--- src/rtl/compact_pack.sv ---
// ============================================================================
// Module   : compact_pack
// Brief    : Stable valid-lane compactor plus cross-beat packer producing
//            dense output beats; partial residue flushed on segment last.
//            Optional statistics counters: define COMPACT_PACK_STATS_EN.
// Revision : 1.0 - initial release
// ============================================================================
`default_nettype none

module compact_pack #(
    parameter int  LANES  = 8,
    parameter int  DATA_W = 32,
    parameter int  CTRL_W = 2,
    localparam int CNT_W  = $clog2(LANES) + 1
) (
    input  logic                    clk,
    input  logic                    rst,
    input  logic                    in_valid,
    output logic                    in_ready,
    input  logic [LANES*DATA_W-1:0] in_data,
    input  logic [LANES-1:0]        in_mask,
    input  logic                    in_last,
    input  logic [CTRL_W-1:0]       in_ctrl,
    output logic                    out_valid,
    input  logic                    out_ready,
    output logic [LANES*DATA_W-1:0] out_data,
    output logic [LANES-1:0]        out_mask,
    output logic [CNT_W-1:0]        out_count,
    output logic                    out_last,
    output logic [CTRL_W-1:0]       out_ctrl
`ifdef COMPACT_PACK_STATS_EN
    ,
    output logic [31:0]             stat_words_in,
    output logic [31:0]             stat_beats_out,
    output logic [31:0]             stat_stall_cycles
`endif
);

    localparam int         c_BEAT_W   = LANES * DATA_W;
    localparam logic [0:0] c_ST_RUN   = 1'b0;
    localparam logic [0:0] c_ST_FLUSH = 1'b1;

    logic [0:0]          r_state;
    logic [0:0]          w_state_next;

    logic                r_a_valid;
    logic [c_BEAT_W-1:0] r_a_data;
    logic [CNT_W-1:0]    r_a_cnt;
    logic                r_a_last;
    logic [CTRL_W-1:0]   r_a_ctrl;

    logic [c_BEAT_W-1:0] r_res_data;
    logic [CNT_W-1:0]    r_res_cnt;
    logic [CTRL_W-1:0]   r_flush_ctrl;

    logic                r_out_valid;
    logic [c_BEAT_W-1:0] r_out_data;
    logic [LANES-1:0]    r_out_mask;
    logic [CNT_W-1:0]    r_out_count;
    logic                r_out_last;
    logic [CTRL_W-1:0]   r_out_ctrl;

    logic                w_out_free;
    logic                w_a_consume;
    logic                w_flush_fire;
    logic                w_in_fire;

    logic [c_BEAT_W-1:0]   w_cmp_data;
    logic [CNT_W-1:0]      w_cmp_cnt;
    logic [CNT_W-1:0]      w_tot;
    logic                  w_full;
    logic [31:0]           w_res_shamt;
    logic [2*c_BEAT_W-1:0] w_comb;
    logic [c_BEAT_W-1:0]   w_comb_lo;
    logic [c_BEAT_W-1:0]   w_comb_hi;

    logic                w_emit;
    logic [c_BEAT_W-1:0] w_emit_data;
    logic [CNT_W-1:0]    w_emit_cnt;
    logic [LANES-1:0]    w_emit_mask;
    logic                w_emit_last;
    logic [CTRL_W-1:0]   w_emit_ctrl;
    logic [c_BEAT_W-1:0] w_res_next_data;
    logic [CNT_W-1:0]    w_res_next_cnt;
    logic                w_go_flush;

    assign w_out_free   = !r_out_valid || out_ready;
    assign w_a_consume  = (r_state == c_ST_RUN) && r_a_valid && w_out_free;
    assign w_flush_fire = (r_state == c_ST_FLUSH) && w_out_free;
    assign w_in_fire    = in_valid && in_ready;

    // Stable compaction: each valid lane lands at the count of valid lanes below it.
    always_comb begin
        w_cmp_data = '0;
        w_cmp_cnt  = '0;
        for (int i = 0; i < LANES; i++) begin
            if (in_mask[i]) begin
                w_cmp_data[int'(w_cmp_cnt) * DATA_W +: DATA_W] = in_data[i*DATA_W +: DATA_W];
                w_cmp_cnt = w_cmp_cnt + CNT_W'(1);
            end
        end
    end

    // Residue lanes at or above r_res_cnt are kept zero, so OR-merging is exact.
    assign w_tot       = r_res_cnt + r_a_cnt;
    assign w_full      = (w_tot >= CNT_W'(LANES));
    assign w_res_shamt = 32'(r_res_cnt) * 32'(DATA_W);
    assign w_comb      = ({{c_BEAT_W{1'b0}}, r_a_data} << w_res_shamt)
                       | {{c_BEAT_W{1'b0}}, r_res_data};
    assign w_comb_lo   = w_comb[c_BEAT_W-1:0];
    assign w_comb_hi   = w_comb[2*c_BEAT_W-1:c_BEAT_W];

    always_comb begin
        w_emit          = 1'b0;
        w_emit_data     = w_comb_lo;
        w_emit_cnt      = w_tot;
        w_emit_last     = 1'b0;
        w_emit_ctrl     = r_a_ctrl;
        w_res_next_data = r_res_data;
        w_res_next_cnt  = r_res_cnt;
        w_go_flush      = 1'b0;
        if (w_flush_fire) begin
            w_emit          = 1'b1;
            w_emit_data     = r_res_data;
            w_emit_cnt      = r_res_cnt;
            w_emit_last     = 1'b1;
            w_emit_ctrl     = r_flush_ctrl;
            w_res_next_data = '0;
            w_res_next_cnt  = '0;
        end else if (w_a_consume) begin
            if (w_full) begin
                w_emit          = 1'b1;
                w_emit_cnt      = CNT_W'(LANES);
                w_emit_last     = r_a_last && (w_tot == CNT_W'(LANES));
                w_res_next_data = w_comb_hi;
                w_res_next_cnt  = w_tot - CNT_W'(LANES);
                w_go_flush      = r_a_last && (w_tot != CNT_W'(LANES));
            end else if (r_a_last) begin
                w_emit          = 1'b1;
                w_emit_last     = 1'b1;
                w_res_next_data = '0;
                w_res_next_cnt  = '0;
            end else begin
                w_res_next_data = w_comb_lo;
                w_res_next_cnt  = w_tot;
            end
        end
    end

    always_comb begin
        w_emit_mask = '0;
        for (int i = 0; i < LANES; i++) begin
            w_emit_mask[i] = (CNT_W'(i) < w_emit_cnt);
        end
    end

    // State register
    always_ff @(posedge clk) begin
        if (rst) begin
            r_state <= c_ST_RUN;
        end else begin
            r_state <= w_state_next;
        end
    end

    // Next-state logic
    always_comb begin
        w_state_next = r_state;
        case (r_state)
            c_ST_RUN:   if (w_go_flush)   w_state_next = c_ST_FLUSH;
            c_ST_FLUSH: if (w_flush_fire) w_state_next = c_ST_RUN;
            default:    w_state_next = c_ST_RUN;
        endcase
    end

    // Output logic
    always_comb begin
        in_ready = 1'b0;
        if (!rst && (r_state == c_ST_RUN)) begin
            in_ready = !r_a_valid || w_a_consume;
        end
    end

    always_ff @(posedge clk) begin
        if (rst) begin
            r_a_valid    <= 1'b0;
            r_a_data     <= '0;
            r_a_cnt      <= '0;
            r_a_last     <= 1'b0;
            r_a_ctrl     <= '0;
            r_res_data   <= '0;
            r_res_cnt    <= '0;
            r_flush_ctrl <= '0;
            r_out_valid  <= 1'b0;
            r_out_data   <= '0;
            r_out_mask   <= '0;
            r_out_count  <= '0;
            r_out_last   <= 1'b0;
            r_out_ctrl   <= '0;
        end else begin
            if (w_in_fire) begin
                r_a_valid <= 1'b1;
                r_a_data  <= w_cmp_data;
                r_a_cnt   <= w_cmp_cnt;
                r_a_last  <= in_last;
                r_a_ctrl  <= in_ctrl;
            end else if (w_a_consume) begin
                r_a_valid <= 1'b0;
            end
            r_res_data <= w_res_next_data;
            r_res_cnt  <= w_res_next_cnt;
            if (w_go_flush) begin
                r_flush_ctrl <= r_a_ctrl;
            end
            if (w_out_free) begin
                r_out_valid <= w_emit;
                if (w_emit) begin
                    r_out_data  <= w_emit_data;
                    r_out_mask  <= w_emit_mask;
                    r_out_count <= w_emit_cnt;
                    r_out_last  <= w_emit_last;
                    r_out_ctrl  <= w_emit_ctrl;
                end
            end
        end
    end

    assign out_valid = r_out_valid;
    assign out_data  = r_out_data;
    assign out_mask  = r_out_mask;
    assign out_count = r_out_count;
    assign out_last  = r_out_last;
    assign out_ctrl  = r_out_ctrl;

`ifdef COMPACT_PACK_STATS_EN
    logic [31:0] r_stat_words_in;
    logic [31:0] r_stat_beats_out;
    logic [31:0] r_stat_stall_cycles;

    always_ff @(posedge clk) begin
        if (rst) begin
            r_stat_words_in     <= '0;
            r_stat_beats_out    <= '0;
            r_stat_stall_cycles <= '0;
        end else begin
            if (w_in_fire) begin
                r_stat_words_in <= r_stat_words_in + 32'(w_cmp_cnt);
            end
            if (r_out_valid && out_ready) begin
                r_stat_beats_out <= r_stat_beats_out + 32'd1;
            end
            if (r_out_valid && !out_ready) begin
                r_stat_stall_cycles <= r_stat_stall_cycles + 32'd1;
            end
        end
    end

    assign stat_words_in     = r_stat_words_in;
    assign stat_beats_out    = r_stat_beats_out;
    assign stat_stall_cycles = r_stat_stall_cycles;
`endif

endmodule

`default_nettype wire
--- config.mk ---
export PLATFORM = sky130hd
export DESIGN_NAME = compact_pack
export DESIGN_NICKNAME = d
export VERILOG_FILES = /design/src/rtl/compact_pack.sv
export SDC_FILE = /design/constraint.sdc
export NUM_CORES = 2
export LEC_CHECK = 0
export CAP_MARGIN = 20
export CORE_ASPECT_RATIO = 0.5
export CORE_UTILIZATION = 30
export DETAILED_ROUTE_END_ITERATION = 7
export GPL_TIMING_DRIVEN = 0
export HOLD_SLACK_MARGIN = 0.15
export PLACE_DENSITY = 0.5
export SETUP_SLACK_MARGIN = 0.2
export SYNTH_ARGS = -nofsm -noshare
export SYNTH_HDL_FRONTEND = slang
export SYNTH_SLANG_ARGS = --single-unit
--- constraint.sdc ---
create_clock -name clk -period 13.3 [get_ports clk]
set_input_delay 1.33 -clock clk [delete_from_list [all_inputs] [get_ports clk]]
set_output_delay 1.33 -clock clk [all_outputs]
set_load 0.02 [all_outputs]
==> impl_summary.log <==
[metrics] clock latency on the worst-skew pair: around 730 ps
[metrics] share of the clock period used by the worst path after layout: 0.756
[metrics] Post-CTS Hold Fix Bufs: 0
[metrics] Max-Cap Viols: 0
[metrics] total number of placement rows: roughly 110
[metrics] final worst slack: 3240 ps
[metrics] standby leakage power: ~0.022 µW
[metrics] setup bufs post-CTS: 0
[metrics] top cell type by total area after synthesis: dfxtp_1
[metrics] CTS buffer count: 87
[metrics] post-synthesis instance area: 53600 µm²
[metrics] unrepaired setup endpoints after global routing: false
[metrics] highest net fanout along the worst path: 10
[metrics] sum of negative setup slack: 0 ps
[metrics] endpoint required time on the critical path: 13870 ps
[metrics] number of nets produced by synthesis: about 7600
[metrics] Post-CTS Resized: 0
[metrics] global-route wire length before repair: ~550000 µm
[metrics] design area: 65100 µm²
[metrics] most frequently used flop master after synthesis: dfxtp_1
[metrics] compound-gate portion of the synthesized area: 0.385
[metrics] estimated wirelength of the detail-placed design: 347000 µm
[metrics] largest net degree at the start of global routing: 15
[metrics] Routed wire per std cell: between 40 and 50 µm
[metrics] sequential element share of the synthesized area: 0.298
[metrics] number of enable-type register cells in the synthesized netlist: 0
[metrics] pins over their slew limit: 0
[metrics] clock tree from TritonCTS: yes
[metrics] area inside the core boundary: between 150000 and 200000 µm²
[metrics] Peak supply drop: 0.000106 V
[metrics] CTS clock-pin slew for the worst setup and hold paths: 60 ps
[metrics] root cell of the clock tree: clkbuf_16
[metrics] remaining number of nets flagged by the antenna check after routing: 0
[metrics] Clock Tree Buf Depth: 3
[metrics] Placer Congestion: around 1.1
[metrics] global-route total usage across every layer: 0.448
[metrics] proportion of synthesized area in mux cells: 0.0894
[metrics] count of H-tree levels built during CTS: 3
[metrics] top post-synthesis cells by area: dfxtp_1, a21oi_1, o21ai_0
[metrics] distinct cell type count after synthesis: between 90 and 100
[metrics] fraction of final layout cells sized beyond drive strength 1: 0.0786
[metrics] Worst Setup Start Kind: primary input
[metrics] headroom to the max-slew limit: 0.0451
[metrics] number of global-route vias before repair: just over 60000
[metrics] Die Area: 180000 µm²
[metrics] net count reported at finish: 8192
[metrics] remaining global-route overflow: 0
[metrics] Post-Syn Instances: ~7300
[metrics] Die Height: between 300 and 400 µm
[metrics] number of remaining DRC errors: 55
[metrics] number of placed I/O pins: around 540
[metrics] top cell type's share of synthesized area: 0.298
[metrics] CTS sink cnt: about 800
[metrics] initial antenna violation count: 33
[metrics] element type at the critical path end: register
[metrics] final setup skew: 30.8 ps
[metrics] number of setup violations in the final report: 0
[metrics] drt pass-1 iters: 8
[metrics] vias per inst: 6.59
[metrics] R2R Setup Slk: ~7500 ps
[metrics] starting density of the core: 0.303
[metrics] area growth from synthesis to layout: 21.6%
[metrics] most frequent cell after synthesis: nor2_1
[metrics] time the final worst path needs with I/O delays and setup: 10060 ps
[metrics] class of the tightest hold or removal check: register to register
[metrics] worst setup slack before clock tree synthesis: about 2800 ps
[metrics] overall power of the completed layout: roughly 9500 µW
[metrics] routed via count: between 60000 and 70000
[metrics] async set-or-reset flop fraction in the synthesized netlist: 0
[metrics] number of DRC markers after the initial detailed-route iteration: around 12000
[metrics] sum of routed wire length over all layers: ~420000 µm
[metrics] #FFs+latches synth: about 800
[metrics] Highest Clock Rate: roughly 99 MHz
[metrics] area share of and/or/nand/nor cells after synthesis: 0.152
[metrics] total cell area at the placement stage: 62000 µm²
[metrics] slew at the pin closest to its max-slew limit: approximately 1400 ps
[metrics] list of most frequent post-synthesis cells: nor2_1, a21oi_1, dfxtp_1
[metrics] critical path type: primary input to register
[metrics] parity-gate share of the synthesized area counting xor and xnor cells: 0.00523
[metrics] horizontal extent of the die: approximately 600 µm
[metrics] run status: finished, violations left
[metrics] largest family of logic cells by synthesized area: compound AO/OA/AOI/OAI gates
[metrics] number of input and output port buffers inserted: roughly 480
[metrics] Syn Area/Cell: between 7 and 8 µm²
[metrics] fraction of the mapped netlist area in adder cells: 0.00565
[metrics] path depth of the worst reg2reg path: 11
[metrics] hold path depth: 2
[metrics] total power divided by cell area: roughly 150 nW/µm²
[metrics] yosys synthesis warning count: 0
[metrics] WP data arrival: roughly 11000 ps
[metrics] failing checks: design-rule violations
[metrics] count of endpoints failing hold in the final timing report: 0
final timing paths:
path	end	from
worst min register to register	r_a_data[116]	r_a_data[116]
worst max-delay path	r_a_data[101]	in_mask[2]
worst min-delay path	r_a_data[116]	r_a_data[116]
worst max register to register	r_res_data[155]	r_res_cnt[2]
flip-flops by register name, indices dropped and copies added (netlist names):
name          count
out_data        256
r_a_data        256
r_res_data      256
out_mask          8
r_a_cnt           4
r_res_cnt         4
out_count         3
out_ctrl          2
r_a_ctrl          2
r_flush_ctrl      2
out_last          1
out_valid         1
r_a_last          1
r_a_valid         1
r_state           1
cell families (layout without fill, tap and decap cells):
kind of cell,count (synthesis),after routing
AO/OA/AOI/OAI,3181,3181
XOR/XNOR,22,22
adder cells (fa/ha/maj),23,23
buffers and inverters,869,1579
flip-flops,798,798
multiplexers,456,456
other,0,13
AND/OR/NAND/NOR,1908,1908
placed cells by master, fill, tap and decap left out, drive strengths merged, types with 32 or more instances in the layout:
cell type      count
a311oi            59
clkbuf           787
o221a             35
nand2            572
mux2             179
a221oi           126
nor2             853
a221o             37
o211a             96
o21ai            701
a22o              51
and2              45
nand3            153
dfxtp            798
a211oi           422
mux2i            277
clkdlybuf4s50    476
a21oi            844
o22ai             87
o32ai             32
a22oi            347
buf              253
a31oi            208
nor3             156
worst max-delay path, cell delays in order:
cell and delay, ps:
clkdlybuf4s50_1 560, fa_1 650, clkbuf_1 390, xnor2_1 220, clkinv_1 250, clkbuf_1 620, clkbuf_1 670, ha_1 550
nand2_1 170, o21a_1 200, nand2b_1 140, ha_1 370, nand2_1 100, o221ai_2 190, ha_1 340, clkbuf_1 200
nor2_1 700, nand2_1 490, a21oi_1 560, buf_2 370, buf_2 430, a211oi_1 230, a211oi_1 720, o21ai_0 150
stage by stage:
stage          hold WS (ps)  utilization  std cells
3_3_place_gp            451        0.346      10100
3_5_place_dp            459        0.350      10200
5_1_grt                 481        0.368      10400
4_1_cts                 469        0.367      10300
6_report                469        0.368      10400
2_1_floorplan           430            -       7257
report_power, final:
| group | switching (µW) | internal, µW | total, µW | leakage [µW] |
|---|---|---|---|---|
| Clock | 1180 | 1460 | 2640 | 0.00143 |
| Combinational | 2790 | 1060 | 3850 | 0.0140 |
| Sequential | 444 | 2610 | 3050 | 0.00649 |
| Total | 4410 | 5130 | 9540 | 0.0219 |
area by class of cell:
| class | count | area [µm²] |
|---|---|---|
| diodes | 13 | 32.5 |
| plain buffers | 844 | 3360 |
| clock buffers | 120 | 2450 |
| clock inverters | 38 | 490 |
| fillers | 19300 | 112000 |
| inverters | 25 | 93.8 |
| multi-input cells | 5590 | 34200 |
| flip-flops and latches | 798 | 16000 |
| well taps | 2386 | 2990 |
| repair buffers | 552 | 5570 |
metal layers:
metal  global-route usage  wire length [µm]
met1                0.603            176000
met2                0.627            167000
met4                0.193             21600
met3                0.174             58400
met5             0.000261               105
No activity file was read; power rests on OpenSTA's default activity.
